--- config.mk ---
export PLATFORM = sky130hd
export DESIGN_NAME = axi_read_dma_engine_flat
export DESIGN_NICKNAME = d
export VERILOG_FILES = /design/src/rtl/axi_read_dma_engine_if.sv /design/src/rtl/axi_read_dma_engine.sv /design/src/flat_wrapper.sv
export SDC_FILE = /design/constraint.sdc
export NUM_CORES = 1
export LEC_CHECK = 0
export ABC_AREA = 1
export CAP_MARGIN = 10
export CORE_AREA = 2 2 117 119
export DETAILED_ROUTE_END_ITERATION = 12
export DIE_AREA = 0 0 119 121
export PLACE_DENSITY = 0.92
export SLEW_MARGIN = 20
export SYNTH_ARGS = -nofsm -noshare
export SYNTH_HDL_FRONTEND = slang
export SYNTH_SLANG_ARGS = --single-unit
--- constraint.sdc ---
create_clock -name ACLK -period 4.15 [get_ports ACLK]
set_input_delay 0.415 -clock ACLK [delete_from_list [all_inputs] [get_ports ACLK]]
set_output_delay 0.415 -clock ACLK [all_outputs]
set_load 0.02 [all_outputs]
--- src/rtl/axi_read_dma_engine_if.sv ---
// Bus bundle for the read-DMA engine: command input, AXI AR/R channels and the forwarded beat stream.
// The master modport is the engine side; the slave modport is the environment side.
interface axi_read_dma_engine_if #(
  parameter int ADDR_WIDTH = 32,
  parameter int DATA_WIDTH = 32,
  parameter int SIZE_WIDTH = 24
);
  logic [ADDR_WIDTH-1:0] cmd_addr;
  logic [SIZE_WIDTH-1:0] cmd_size;
  logic                  cmd_valid;
  logic                  cmd_ready;
  logic [ADDR_WIDTH-1:0] araddr;
  logic [7:0]            arlen;
  logic                  arvalid;
  logic                  arready;
  logic [DATA_WIDTH-1:0] rdata;
  logic                  rlast;
  logic                  rvalid;
  logic                  rready;
  logic [DATA_WIDTH-1:0] out_data;
  logic                  out_valid;
  logic                  out_ready;

  modport master (
    input  cmd_addr, cmd_size, cmd_valid, arready, rdata, rlast, rvalid, out_ready,
    output cmd_ready, araddr, arlen, arvalid, rready, out_data, out_valid
  );

  modport slave (
    output cmd_addr, cmd_size, cmd_valid, arready, rdata, rlast, rvalid, out_ready,
    input  cmd_ready, araddr, arlen, arvalid, rready, out_data, out_valid
  );
endinterface

--- src/rtl/axi_read_dma_engine.sv ---
// Read-DMA command engine: splits (address, beat count) commands into INCR bursts that respect
// MAX_BURST_LEN and 4KB boundaries, and forwards returned beats to a valid/ready stream.
module axi_read_dma_engine #(
  parameter int ADDR_WIDTH    = 32,
  parameter int DATA_WIDTH    = 32,
  parameter int SIZE_WIDTH    = 24,
  parameter int MAX_BURST_LEN = 256
) (
  input  logic                        ACLK,
  input  logic                        ARESET,
  axi_read_dma_engine_if.master       bus,
  output logic                        busy,
  output logic                        done,
  output logic                        len_error
);

  localparam int BEAT_SHIFT = $clog2(DATA_WIDTH / 8);
  localparam int CW         = (SIZE_WIDTH > 13) ? SIZE_WIDTH : 13;
  localparam logic [ADDR_WIDTH-1:0] ALIGN_MASK =
    ~((ADDR_WIDTH'(1) << BEAT_SHIFT) - ADDR_WIDTH'(1));

  typedef enum logic [1:0] {
    ST_IDLE = 2'd0,
    ST_ADDR = 2'd1,
    ST_DATA = 2'd2
  } state_t;

  state_t                state_r;
  state_t                state_nxt_s;
  logic [ADDR_WIDTH-1:0] cur_addr_r;
  logic [SIZE_WIDTH-1:0] remaining_r;
  logic [8:0]            burst_len_r;
  logic [8:0]            beat_cnt_r;
  logic                  done_r;
  logic                  len_error_r;

  logic [8:0]            burst_len_s;
  logic                  cmd_ready_s;
  logic                  arvalid_s;
  logic                  rready_s;
  logic                  out_valid_s;
  logic                  beat_fire_s;
  logic                  last_beat_s;
  logic                  cmd_last_s;

  // Beats in the next burst: limited by what is left, the burst cap and the distance to the 4KB page end.
  function automatic logic [8:0] burst_beats(input logic [11:0] page_off,
                                             input logic [SIZE_WIDTH-1:0] rem);
    logic [CW-1:0] lim_4k;
    logic [CW-1:0] rem_w;
    logic [CW-1:0] max_w;
    logic [CW-1:0] len_w;
    lim_4k = CW'((13'd4096 - {1'b0, page_off}) >> BEAT_SHIFT);
    rem_w  = CW'(rem);
    max_w  = CW'(MAX_BURST_LEN);
    len_w  = (rem_w < max_w) ? rem_w : max_w;
    len_w  = (lim_4k < len_w) ? lim_4k : len_w;
    return 9'(len_w);
  endfunction

  assign burst_len_s = burst_beats(cur_addr_r[11:0], remaining_r);
  assign beat_fire_s = bus.rvalid & rready_s;
  assign last_beat_s = (beat_cnt_r == (burst_len_r - 9'd1));
  assign cmd_last_s  = (remaining_r == SIZE_WIDTH'(burst_len_r));

  // FSM state register.
  always_ff @(posedge ACLK) begin
    if (ARESET) begin
      state_r <= ST_IDLE;
    end else begin
      state_r <= state_nxt_s;
    end
  end

  // Next-state and handshake decode.
  always_comb begin
    state_nxt_s = state_r;
    cmd_ready_s = 1'b0;
    arvalid_s   = 1'b0;
    rready_s    = 1'b0;
    out_valid_s = 1'b0;
    case (state_r)
      ST_IDLE: begin
        cmd_ready_s = 1'b1;
        if (bus.cmd_valid && (bus.cmd_size != {SIZE_WIDTH{1'b0}})) begin
          state_nxt_s = ST_ADDR;
        end else begin
          state_nxt_s = ST_IDLE;
        end
      end
      ST_ADDR: begin
        arvalid_s = 1'b1;
        if (bus.arready) begin
          state_nxt_s = ST_DATA;
        end else begin
          state_nxt_s = ST_ADDR;
        end
      end
      ST_DATA: begin
        rready_s    = bus.out_ready;
        out_valid_s = bus.rvalid;
        if (bus.rvalid && bus.out_ready && last_beat_s) begin
          state_nxt_s = cmd_last_s ? ST_IDLE : ST_ADDR;
        end else begin
          state_nxt_s = ST_DATA;
        end
      end
      default: begin
        state_nxt_s = ST_IDLE;
      end
    endcase
  end

  // Command datapath: address/remaining bookkeeping, beat counting, done pulse and sticky length error.
  always_ff @(posedge ACLK) begin
    if (ARESET) begin
      cur_addr_r  <= {ADDR_WIDTH{1'b0}};
      remaining_r <= {SIZE_WIDTH{1'b0}};
      burst_len_r <= 9'd0;
      beat_cnt_r  <= 9'd0;
      done_r      <= 1'b0;
      len_error_r <= 1'b0;
    end else begin
      done_r <= 1'b0;
      case (state_r)
        ST_IDLE: begin
          beat_cnt_r <= 9'd0;
          if (bus.cmd_valid) begin
            cur_addr_r  <= bus.cmd_addr & ALIGN_MASK;
            remaining_r <= bus.cmd_size;
            done_r      <= (bus.cmd_size == {SIZE_WIDTH{1'b0}});
          end
        end
        ST_ADDR: begin
          beat_cnt_r <= 9'd0;
          if (bus.arready) begin
            burst_len_r <= burst_len_s;
          end
        end
        ST_DATA: begin
          if (beat_fire_s) begin
            // Completion tracks the internal count; rlast only feeds the error flag.
            if (bus.rlast != last_beat_s) begin
              len_error_r <= 1'b1;
            end
            if (last_beat_s) begin
              beat_cnt_r  <= 9'd0;
              cur_addr_r  <= cur_addr_r + (ADDR_WIDTH'(burst_len_r) << BEAT_SHIFT);
              remaining_r <= remaining_r - SIZE_WIDTH'(burst_len_r);
              done_r      <= cmd_last_s;
            end else begin
              beat_cnt_r <= beat_cnt_r + 9'd1;
            end
          end
        end
        default: begin
          beat_cnt_r <= 9'd0;
        end
      endcase
    end
  end

  assign bus.cmd_ready = cmd_ready_s;
  assign bus.arvalid   = arvalid_s;
  assign bus.araddr    = arvalid_s ? cur_addr_r : {ADDR_WIDTH{1'b0}};
  assign bus.arlen     = arvalid_s ? 8'(burst_len_s - 9'd1) : 8'd0;
  assign bus.rready    = rready_s;
  assign bus.out_valid = out_valid_s;
  assign bus.out_data  = (state_r == ST_DATA) ? bus.rdata : {DATA_WIDTH{1'b0}};
  assign busy          = (state_r != ST_IDLE);
  assign done          = done_r;
  assign len_error     = len_error_r;

endmodule

--- src/flat_wrapper.sv ---
// flat-port wrapper written by rule: the top's interface ports become plain ports
module axi_read_dma_engine_flat 
#(
  parameter int ADDR_WIDTH    = 32,
  parameter int DATA_WIDTH    = 32,
  parameter int SIZE_WIDTH    = 24,
  parameter int MAX_BURST_LEN = 256
)
  (ACLK, ARESET, busy, done, len_error, bus_cmd_addr, bus_cmd_size, bus_cmd_valid, bus_arready, bus_rdata, bus_rlast, bus_rvalid, bus_out_ready, bus_cmd_ready, bus_araddr, bus_arlen, bus_arvalid, bus_rready, bus_out_data, bus_out_valid);
  axi_read_dma_engine_if #(.ADDR_WIDTH(ADDR_WIDTH), .DATA_WIDTH(DATA_WIDTH), .SIZE_WIDTH(SIZE_WIDTH)) bus_i ();
  input  logic ACLK;
  input  logic ARESET;
  output logic busy;
  output logic done;
  output logic len_error;
  input wire logic [$bits(bus_i.cmd_addr)-1:0] bus_cmd_addr;
  input wire logic [$bits(bus_i.cmd_size)-1:0] bus_cmd_size;
  input wire logic [$bits(bus_i.cmd_valid)-1:0] bus_cmd_valid;
  input wire logic [$bits(bus_i.arready)-1:0] bus_arready;
  input wire logic [$bits(bus_i.rdata)-1:0] bus_rdata;
  input wire logic [$bits(bus_i.rlast)-1:0] bus_rlast;
  input wire logic [$bits(bus_i.rvalid)-1:0] bus_rvalid;
  input wire logic [$bits(bus_i.out_ready)-1:0] bus_out_ready;
  output wire logic [$bits(bus_i.cmd_ready)-1:0] bus_cmd_ready;
  output wire logic [$bits(bus_i.araddr)-1:0] bus_araddr;
  output wire logic [$bits(bus_i.arlen)-1:0] bus_arlen;
  output wire logic [$bits(bus_i.arvalid)-1:0] bus_arvalid;
  output wire logic [$bits(bus_i.rready)-1:0] bus_rready;
  output wire logic [$bits(bus_i.out_data)-1:0] bus_out_data;
  output wire logic [$bits(bus_i.out_valid)-1:0] bus_out_valid;
  assign bus_i.cmd_addr = bus_cmd_addr;
  assign bus_i.cmd_size = bus_cmd_size;
  assign bus_i.cmd_valid = bus_cmd_valid;
  assign bus_i.arready = bus_arready;
  assign bus_i.rdata = bus_rdata;
  assign bus_i.rlast = bus_rlast;
  assign bus_i.rvalid = bus_rvalid;
  assign bus_i.out_ready = bus_out_ready;
  assign bus_cmd_ready = bus_i.cmd_ready;
  assign bus_araddr = bus_i.araddr;
  assign bus_arlen = bus_i.arlen;
  assign bus_arvalid = bus_i.arvalid;
  assign bus_rready = bus_i.rready;
  assign bus_out_data = bus_i.out_data;
  assign bus_out_valid = bus_i.out_valid;
  axi_read_dma_engine #(.ADDR_WIDTH(ADDR_WIDTH), .DATA_WIDTH(DATA_WIDTH), .SIZE_WIDTH(SIZE_WIDTH), .MAX_BURST_LEN(MAX_BURST_LEN)) u_core (.ACLK(ACLK), .ARESET(ARESET), .bus(bus_i), .busy(busy), .done(done), .len_error(len_error));
endmodule
### Yosys cells after proc, flatten, opt, wreduce, memory -nomap -nowiden

Cells that the tools add are included.

* add/subtract/negate cells: 6
* multipliers: 0
* div/mod/pow operators: 0
* $lt $le $gt $ge: 2
* equality and inequality tests: 8
* shift-type cells: 0
* multiplexer cells: 27
* bitwise gates (word level): 2
* reductions and logical operators: 12

Operator list (count)
* 32-bit two-way mux: 5
* 24-bit two-way mux: 4
* 32-bit one-hot mux with 2 select lines: 1
* 24-bit one-hot mux with 2 select lines: 1
* 32-bit by 11-bit adder with 32-bit output: 1
* 24-bit by 9-bit == test with 1-bit output: 1
* 24-bit logical NOT: 1
* 22-bit by 24-bit less-than comparator with 1-bit output: 1
* 24-bit by 9-bit less-than comparator with 1-bit output, second input constant: 1
* 24-bit nonzero test: 1
* 24-bit by 9-bit subtractor with 24-bit output: 1
* 9-bit two-way mux: 2
* 13-bit by 12-bit subtractor with 14-bit output, first input constant: 1
* 9-bit by 1-bit adder with 9-bit output, second input constant: 1
* 9-bit == test: 1
* 1-bit two-way mux: 9
* 9-bit by 1-bit subtractor with 9-bit output, second input constant: 1
* 8-bit two-way mux: 1
* 8-bit by 1-bit subtractor with 8-bit output, second input constant: 1
* 2-bit one-hot mux with 3 select lines: 1
* 2-bit two-way mux: 2
* 2-bit by 1-bit inequality test with 1-bit output, second input constant: 2
* 4-bit AND reduction: 1
* 2-bit nonzero test: 2
* 12 further kinds: 14

* register bits after elaboration: 78
* latch bits: 0
* memory bits (writable): 0
* memory bits (read-only): 0
* input port bits: 95
* memories kept: 0

### Logic depth before layout (Yosys ltp)

* depth after elaboration: 6
* gate-level depth with buffers: 24
* gate-level depth less buffers: 22

### Worst setup path before layout

Ideal clock, no wire load.

* path type: register to output
* start: reg u_core.cur_addr_r[3]
* end: out bus_arlen[7]
* arrival: 3.179 ns
* path slack: 0.556 ns
* stages on the path, launching flop included: 20
* cells stage by stage: dfxtp_1 -> inv_1 -> nand3_1 -> nor3_1 -> nand2_1 -> nor2_1 -> nand2_1 -> xor2_1 -> inv_1 -> ha_1 -> nand2_1 -> inv_1 -> a221oi_1 -> clkbuf_1 -> nand3_1 -> nand2_1 -> nand2_1 -> nor2_1 -> a21oi_1 -> nor2_1

* word-level cells in the longest chain between the ends: 5

RTL lines
* from (decl): line axi_read_dma_engine.sv:30 `logic [ADDR_WIDTH-1:0] cur_addr_r;`
* from (signal assigned): line axi_read_dma_engine.sv:117 `cur_addr_r <= {ADDR_WIDTH{1'b0}};`
* from (signal assigned): line axi_read_dma_engine.sv:129 `cur_addr_r <= bus.cmd_addr & ALIGN_MASK;`
* from (signal assigned): line axi_read_dma_engine.sv:148 `cur_addr_r <= cur_addr_r + (ADDR_WIDTH'(burst_len_r) << BEAT_SHIFT);`
* 13-bit by 12-bit subtractor with 14-bit output (*): line axi_read_dma_engine.sv:53 `lim_4k = CW'((13'd4096 - {1'b0, page_off}) >> BEAT_SHIFT);`
* 22-bit by 24-bit less-than comparator with 1-bit output: line axi_read_dma_engine.sv:57 `len_w = (lim_4k < len_w) ? lim_4k : len_w;`
* 9-bit two-way mux (*): line axi_read_dma_engine.sv:57
* 8-bit by 1-bit subtractor with 8-bit output (*): line axi_read_dma_engine.sv:166 `assign bus.arlen = arvalid_s ? 8'(burst_len_s - 9'd1) : 8'd0;`
* 8-bit two-way mux (*): line axi_read_dma_engine.sv:166
* to (decl): line flat_wrapper.sv:26 `output wire logic [$bits(bus_i.arlen)-1:0] bus_arlen;`

Mark *: on every way between the ends. The rest lies on a longest branch, timed or not.

### Worst setup path after layout

* start: reg u_core.cur_addr_r[3]
* end: out bus_arlen[3]

Same word-level chain as after synthesis.

==> results.cfg <==
[clocking]
htree_levels = 3
cts_root_buf = clkbuf_16
numCtsBuffers = 9
insertion_delay_ps = 340
cts.sinks = 76
cts_hold_repair.buffers = 0
clk_pin_slew_worst_paths_ps = 60
cts_tree = built
clockBufferDepth = 2

[setup_path]
critical_path.max_stage_delay_ps = 320
cpMostUsedCell = nand2_1
worstPathMaxFanout = 16
cp_top_family = simple AND/OR/NAND/NOR gates
worstPathCellList = inv_1, nand3_1, nor3_2, nand2_1, nor2_1, nand2_1, xor2_1, inv_1, ha_1, nand2_1, inv_1, a221oi_4, nand2_4, nand2_1, nand2_2, nor2_4, nand2_1, a21oi_1, clkdlybuf4s15_1
path_class = reg2out
start_kind = register
worst-path-buf-inv = 4
cp.arrival_ps = 3530
critPathCaptureType = primary output
required_ps = 3730
cp_slowest_cell = clkdlybuf4s15_1

[power]
p_per_area_nw_per_um2 = 328
report.power.total_mw = 2.83
ir_drop_v = 0.000207
p_leak_nw = 3.75

[routing]
firstDrtPassIters = 7
vias_per_cell = 5.53
routed_wirelength_um = 20400
drt_iter0_drc = 635
drt-wirelength-per-cell_um = 14.7
drtAntennaViolNets = 0
vias = 7699
drc = 0

[floorplanning]
io_pins = 174
die_height_um = 121
num_rows = 42
initial_core_util = 0.495
die_w_um = 119
core-area_um2 = 13100
dieArea_um2 = 14400

[final_layout]
final_cell_mix = 201 x nand2_1, 161 x clkdlybuf4s50_1, 160 x nor2_1
syn_to_final_growth_pct = 33.4
antenna_cells = 0
finish.utilization = 0.660
finalNonFillerCells = 1391
layout_commonest_cell = nand2_1
drive_gt1_frac = 0.0683
fin_area_um2 = 8640
nets = 1340

[global_routing]
grt_pass1_vias = 7161
grt_first_pass_wirelength_um = 33000
grt_start_max_net_pins = 65
groute.usage.overall = 0.277
grt_overflow = 0
antenna_found_initial = 0

[sta]
setup_viol = 0
tightest_slew_ps = 1080
fmax_mhz = 253
hold_viol = 0
min_period_ps = 3950
finalCritPeriodShare = 0.952
fin_ws_ps = 201
finClkSkew_ps = 10.1
slew_headroom = 0.276
setup_tns_ps = 0
drv_slew = 0
rsz0062_at_grt = no
whs_ps = 473

[placement]
io_buffers = 169
place_congestion = 0.932
dp_cells = 1374
post_dp_cell_area_um2 = 8280
dpl_worst_slack_ps = 1.54
dp_hpwl_um = 15000

[synth]
yosys.cell_types.count = 54
syn_inst = 1057
synth-compound-area-share = 0.187
syn_area_um2 = 6480
synth_fa_ha_area_frac = 0.0680
synth_ff_type = dfxtp_1
seq_area_frac_synth = 0.235
syn_avg_cell_area_um2 = 6.13
synth_top_family_by_area = simple AND/OR/NAND/NOR gates
synth-seq-cells = 76
yosysWarnings = 0
yosys.area_share.simple = 0.331
synth-edff-count = 0
synth_mux_area_frac = 0
ys_async_sr_fraction = 0
synth_xor_area_frac = 0.0568

[job]
cap_violations = 0

[outcome]
status = finished, final reports clean

[hold_path]
min_path_type = reg2reg
[cell families after synthesis]
logic type / after synthesis
flops: 76
buf+inv: 194
simple gates: 488
compound gates: 221
xor+xnor: 42
other cells: 2
fa+ha+maj: 34
[cells in the mapped netlist (all sizes together) (4+ instances only)]
| cell type | instances | share of area |
|---|---|---|
| or2 | 14 | 0.014 |
| nor2 | 173 | 0.11 |
| nand3 | 41 | 0.033 |
| nand3b | 4 | 0.0046 |
| nor3 | 16 | 0.014 |
| buf | 20 | 0.020 |
| xnor2 | 12 | 0.016 |
| dfxtp | 76 | 0.23 |
| ha | 32 | 0.062 |
| nor4 | 15 | 0.014 |
| nand2 | 209 | 0.13 |
| o21ai | 84 | 0.065 |
| a311oi | 4 | 0.0054 |
| nand4 | 10 | 0.011 |
| a21oi | 94 | 0.073 |
| clkbuf | 22 | 0.013 |
| xor2 | 30 | 0.041 |
| inv | 151 | 0.088 |
| a31oi | 15 | 0.014 |
| o211ai | 7 | 0.0081 |
[worst min-delay path: stages, from the launching register on]
cell	delay, ps
dfxtp_1	310
nand2_1	60
a21oi_1	60
[worst paths after layout]
| check | start | end | slack (ps) | cells past startpoint |
|---|---|---|---|---|
| hold reg to reg | u_core.cur_addr_r[29] | u_core.cur_addr_r[29] | 470 | 2 |
| setup reg to reg | u_core.burst_len_r[1] | u_core.cur_addr_r[17] | 1050 | 15 |
| setup / recovery | u_core.cur_addr_r[3] | bus_arlen[3] | 200 | 19 |
| hold / removal | u_core.cur_addr_r[29] | u_core.cur_addr_r[29] | 470 | 2 |
[registers in the layout, summed over array words and instances, names as in the netlist]
| name | flops |
|---|---|
| u_core.cur_addr_r | 30 |
| u_core.len_error | 1 |
| u_core.remaining_r | 24 |
| u_core.done | 1 |
| u_core.beat_cnt_r | 9 |
| u_core.state_r | 2 |
| u_core.burst_len_r | 9 |
[where the power goes]
| group | leakage [nW] | internal, mW | switching, mW |
|---|---|---|---|
| Clock | 0.156 | 0.540 | 0.316 |
| Sequential | 0.625 | 0.786 | 0.0638 |
| Combinational | 2.97 | 0.443 | 0.682 |
| Total | 3.75 | 1.77 | 1.06 |
[area by class of cell]
type	instances	area [um2]
clock buffers	11	243
clock inverters	4	73.8
fillers	1081	4440
inverters	152	577
multi-input cells	789	4230
flip-flops and latches	76	1520
well taps	176	220
repair buffers	183	1780
[timing repair]
item,in CTS,in global routing
pin swaps,0,0
resized for setup,10,17
endpoints found under the setup margin,8,8
buffers inserted,0,2
[layer usage]
layer  up-vias  part of all wire  GRT usage
met5         -                 0          0
met4         0             0.040      0.130
met3        67             0.082     0.0399
met2       380              0.47      0.467
met1      3512              0.41      0.351
li1       3740                 -          -
Note: power is estimated with default switching activity, not from simulation.
